==> src/rtl/ibex_pkg_pext.sv <==
// Shared types for the P-extension datapath: configuration, Zpn opcodes and
// the operand-stage FSM state.
package ibex_pkg_pext;

    typedef enum logic [1:0] {
        RV32PNone,
        RV32PZpn,
        RV32PFull
    } rv32p_e;

    typedef enum logic [4:0] {
        ZPN_ADD8,
        ZPN_ADD16,
        ZPN_SUB8,
        ZPN_SUB16,
        ZPN_KADD8,
        ZPN_KADD16,
        ZPN_SMAQA,
        ZPN_UMAQA,
        ZPN_KMMAC,
        ZPN_INSB,
        ZPN_PBSADA
    } zpn_op_e;

    typedef enum logic {
        OPS_IDLE,
        OPS_ISSUE_RD
    } pext_opstage_e;

endpackage

==> src/rtl/ibex_pext_fwd_mux.sv <==
// Per-read-port operand select: x0 forces zero, otherwise the writeback port
// bypasses the register file when it targets the same address.
module ibex_pext_fwd_mux #(
    parameter bit WbForward = 1'b1
) (
    input  logic [4:0]  addr_i,
    input  logic [31:0] rdata_i,
    input  logic        we_i,
    input  logic [4:0]  waddr_i,
    input  logic [31:0] wdata_i,
    output logic [31:0] data_o
);

    logic hit;

    assign hit = WbForward && we_i && (waddr_i == addr_i);

    always_comb begin
        data_o = rdata_i;
        if (addr_i == 5'd0) begin
            data_o = 32'd0;
        end else if (hit) begin
            data_o = wdata_i;
        end
    end

endmodule

==> src/rtl/ibex_pext_operand_stage.sv <==
// Operand collection for P-extension instructions: two-source ops issue in the
// decode cycle, rd-reading ops spend one extra cycle fetching rd into rd_q.
//
// state        | meaning
// OPS_IDLE     | accept a new instruction; rd fetch happens here for 3-op forms
// OPS_ISSUE_RD | rd held in rd_q, rs1/rs2 read, all three operands to EX
module ibex_pext_operand_stage
    import ibex_pkg_pext::*;
#(
    parameter rv32p_e RV32P     = RV32PNone,
    parameter bit     WbForward = 1'b1
) (
    input  logic        clk_i,
    input  logic        rst_i,
    input  logic        instr_valid_i,
    output logic        instr_ready_o,
    input  logic        needs_rd_i,
    input  logic [4:0]  rs1_addr_i,
    input  logic [4:0]  rs2_addr_i,
    input  logic [4:0]  rd_addr_i,
    input  logic        flush_i,
    output logic [4:0]  rf_raddr_a_o,
    output logic [4:0]  rf_raddr_b_o,
    input  logic [31:0] rf_rdata_a_i,
    input  logic [31:0] rf_rdata_b_i,
    input  logic        wb_we_i,
    input  logic [4:0]  wb_waddr_i,
    input  logic [31:0] wb_wdata_i,
    output logic [31:0] operand_a_o,
    output logic [31:0] operand_b_o,
    output logic [31:0] operand_rd_o,
    output logic        ex_valid_o,
    input  logic        ex_ready_i,
    output logic        multicycle_o
);

    localparam bit HasP = (RV32P != RV32PNone);

    pext_opstage_e state_q;
    logic [31:0]   rd_q;
    logic          needs_rd;
    logic          rd_fetch_sel;
    logic [31:0]   fwd_a;
    logic [31:0]   fwd_b;

    assign needs_rd     = HasP && needs_rd_i;
    assign rd_fetch_sel = (state_q == OPS_IDLE) && instr_valid_i && needs_rd;

    ibex_pext_fwd_mux #(.WbForward(WbForward)) u_fwd_a (
        .addr_i  (rf_raddr_a_o),
        .rdata_i (rf_rdata_a_i),
        .we_i    (wb_we_i),
        .waddr_i (wb_waddr_i),
        .wdata_i (wb_wdata_i),
        .data_o  (fwd_a)
    );

    ibex_pext_fwd_mux #(.WbForward(WbForward)) u_fwd_b (
        .addr_i  (rf_raddr_b_o),
        .rdata_i (rf_rdata_b_i),
        .we_i    (wb_we_i),
        .waddr_i (wb_waddr_i),
        .wdata_i (wb_wdata_i),
        .data_o  (fwd_b)
    );

    assign rf_raddr_a_o = rd_fetch_sel ? rd_addr_i : rs1_addr_i;
    assign rf_raddr_b_o = rs2_addr_i;
    assign operand_a_o  = fwd_a;
    assign operand_b_o  = fwd_b;

    always_comb begin
        ex_valid_o    = 1'b0;
        instr_ready_o = 1'b0;
        multicycle_o  = 1'b0;
        operand_rd_o  = 32'd0;
        if (!rst_i) begin
            unique case (state_q)
                OPS_IDLE: begin
                    if (flush_i) begin
                        instr_ready_o = 1'b1;
                    end else if (instr_valid_i && needs_rd) begin
                        multicycle_o = 1'b1;
                    end else if (instr_valid_i) begin
                        ex_valid_o    = 1'b1;
                        instr_ready_o = ex_ready_i;
                    end
                end
                OPS_ISSUE_RD: begin
                    operand_rd_o = rd_q;
                    if (flush_i) begin
                        instr_ready_o = 1'b1;
                    end else begin
                        ex_valid_o    = 1'b1;
                        instr_ready_o = ex_ready_i;
                    end
                end
                default: ;
            endcase
        end
    end

    if (HasP) begin : g_fsm
        always_ff @(posedge clk_i) begin
            if (rst_i) begin
                state_q <= OPS_IDLE;
                rd_q    <= 32'd0;
            end else begin
                unique case (state_q)
                    OPS_IDLE: begin
                        if (instr_valid_i && needs_rd && !flush_i) begin
                            state_q <= OPS_ISSUE_RD;
                            rd_q    <= fwd_a;
                        end
                    end
                    OPS_ISSUE_RD: begin
                        if (flush_i || ex_ready_i) begin
                            state_q <= OPS_IDLE;
                        end
                        // rd may be written back while EX stalls us
                        if (wb_we_i && (wb_waddr_i == rd_addr_i) && (rd_addr_i != 5'd0)) begin
                            rd_q <= wb_wdata_i;
                        end
                    end
                    default: state_q <= OPS_IDLE;
                endcase
            end
        end
    end else begin : g_no_fsm
        logic unused_rd_sig;
        assign unused_rd_sig = ^{clk_i, needs_rd_i, rd_addr_i};
        assign state_q = OPS_IDLE;
        assign rd_q    = 32'd0;
    end

endmodule
==> config.mk <==
export PLATFORM = sky130hd
export DESIGN_NAME = ibex_pext_operand_stage
export DESIGN_NICKNAME = d
export VERILOG_FILES = /design/src/rtl/ibex_pkg_pext.sv /design/src/rtl/ibex_pext_fwd_mux.sv /design/src/rtl/ibex_pext_operand_stage.sv
export SDC_FILE = /design/constraint.sdc
export NUM_CORES = 1
export LEC_CHECK = 0
export BUFFER_PORTS_ARGS = -buffer_cell sky130_fd_sc_hd__buf_4
export CORE_AREA = 2 2 89 91
export DETAILED_ROUTE_END_ITERATION = 7
export DIE_AREA = 0 0 91 93
export PLACE_DENSITY_LB_ADDON = 0.08
export SETUP_SLACK_MARGIN = 0.02
export SKIP_LAST_GASP = 1
export SLEW_MARGIN = 20
export SYNTH_ARGS = -nofsm -noshare
export SYNTH_HDL_FRONTEND = slang
export SYNTH_HIERARCHICAL = 1
export SYNTH_SLANG_ARGS = --single-unit
==> constraint.sdc <==
create_clock -name vclk -period 3.3
set_input_delay 0.99 -clock vclk [all_inputs]
set_output_delay 0.99 -clock vclk [all_outputs]
set_load 0.05 [all_outputs]
==> flow_summary.toml <==
[outcome]
outcome = "complete, but fails checks"
violations = "negative setup slack"

[global_route]
grtUsageMet1_pct = 23.3
globalRouteMet2Util_pct = 32.2
maximum_number_of_pins_on_one_net_before_global_route_repair = 41
grtUsageTotal_pct = 17.9
first_global_vias = 2640
grt_pass1_wl_mm = 12.8
grt_antenna_before_repair = 0
grt.overflow.total = 0
grtUsageMet3_pct = 2.58
grt_busiest_layer = "met2"

[sta]
timing.setup.tns_ps = -1960
period_needed_ps = 3360
slew_viol_final = 0
max_clock_freq_mhz = 297
worst_hold_slack_ps = 2260
setup_ws_ps = -63.7
hold_viol_final = 0
setup_violations = 57
period_share_pct = 102
setup_repair_after_global_routing_missed_its_margin = "true"

[yosys]
combinational_family_with_the_most_area_after_synthesis = "simple AND/OR/NAND/NOR gates"
yosys_warnings = 6
post_synth_fa_ha_maj_area_fraction_pct = 0
synthDistinctLibCells = 16
yosys.area_share.xor_xnor_pct = 5.38
part_of_the_yosys_area_used_for_sequential_elements_pct = 0
synth_simple_gate_area_share_pct = 46.0
synth_compound_gate_area_share_pct = 20.0
synthMuxAreaShare_pct = 0
per_instance_average_area_after_synthesis_um2 = 5.56
syn_inst = 293
post_synth_instance_area_um2 = 1630

[finish]
drive_above_1_share_pct = 63.6
design.final.nets = 608
number_of_filler_instances_in_the_final_layout = 773
design.seq.count = 0
final_cell_mix = "139 x sky130_fd_sc_hd__buf_4, 75 x sky130_fd_sc_hd__buf_6, 64 x sky130_fd_sc_hd__nand2_1, 64 x sky130_fd_sc_hd__nand4_1, 58 x sky130_fd_sc_hd__o21ai_2"
clockBufferCount = 0
area_of_the_multi_input_gates_um2 = 1620
final_util_pct = 53.8
syn_to_final_growth_pct = 149
final-instance-count-excl-fill = 585
seq_cell_area_um2 = 0
antennaDiodeCount = 0
layout_commonest_cell = "sky130_fd_sc_hd__buf_4"

[critical_path]
crit_path_start_kind = "primary input"
crit_path_end_kind = "primary output"
worst-endpoint-required_ps = 2310
buffer_and_inverter_count_on_the_worst_path = 4
worst-endpoint-arrival_ps = 2370
critical_setup_path_class = "primary input to primary output"
crit_path_max_fanout = 5
slowest_stage_delay_cp_ps = 340
cp_top_family = "simple AND/OR/NAND/NOR gates"
cp_slowest_cell = "sky130_fd_sc_hd__nor4_4"
crit_top_cell = "sky130_fd_sc_hd__buf_6"
path_cells = "buf_4, xor2_1, nor4_4, and2_4, buf_6, clkbuf_16, o21ai_2, buf_6"

[placement]
dp.cells = 569
globalplace.congestion = 0.805
dpl_worst_slack_ps = -154
numPortBuffers = 192
place_hpwl_mm = 6.56

[drt]
dr_iter_0_viols = 97
drtPass1Iterations = 4
detail_route.vias_per_cell = 4.85
antenna_left = 0
drt_drc_violations_left = 0
routedWlPerCell_um = 15.3
wirelength_mm = 8.94
num_vias = 2839

[hold_path]
hold_class = "primary input to primary output"

[power]
ir_worst_vdd_uv = 96.0
power_per_cell_area_nw_per_um2 = 196
leakagePower_nw = 1.96

[floorplanning]
io_pins = 232
floorplan.rows = 32
dieArea_um2 = 8460
core_box_area_um2 = 7530
initial_util_pct = 21.6
floorplan.die.width_um = 91
floorplan.die.height_um = 93

[clock_tree]
holdBufCountCts = 0

[run]
max-cap-violations = 0
-- area by class of cell --
class	instances	share of cell area [%]
multi-input cells	250	40.1
repair buffers	233	56.8
well taps	102	3.15
-- routing by layer --
layer	wire (µm)	part of all wire, %
met3	673	7.5
met4	76	0.85
met1	3650	41
met2	4540	51
met5	0	0
-- path summary, 6_finish.rpt --
path	start	end	slack, ps	depth (start not counted)
setup / recovery	rs1_addr_i[1]	operand_a_o[23]	-60	8
hold / removal	rs1_addr_i[2]	rf_raddr_a_o[2]	2260	2
-- stage by stage --
stage	cell area (µm²)	power [mW]
after floorplan	1970	0.479
after detailed placement	3350	0.699
final	4050	0.793
after global routing	4050	0.830
after global placement	3350	0.695
after CTS	3810	0.766
-- power breakdown --
| part | switching, mW | internal [mW] |
|---|---|---|
| registers | 0 | 0 |
| clock network | 0 | 0 |
| logic | 0.491 | 0.302 |
| total | 0.491 | 0.302 |
-- cell usage after synthesis (all sizes together) --
cell	number	area (µm²)
and2	4	25.0
xnor2	2	17.5
conb	1	3.75
nor3b	1	12.5
a21oi	1	5.00
nor2	3	11.3
nor3	2	10.0
clkbuf	20	75.1
nand4	64	400
o21ai	64	320
buf	55	388
xor2	8	70.1
nand2	66	248
nor4	2	42.5
-- kinds of logic (layout without fill, tap and decap cells) --
logic type / Yosys count / in the layout
xor+xnor: 10 / 10
simple gates: 142 / 142
buf+inv: 75 / 233
other cells: 1 / 33
compound gates: 65 / 65
-- repair_timing --
item | CTS | global route
pin swaps | 7 | 34
setup endpoints to repair | 63 | 64
endpoints found under the hold margin | 0 | 0
setup buffers | 7 | 2
cloned | 2 | 6
resized for setup | 91 | 22
Power figures use the tool's default switching activity.
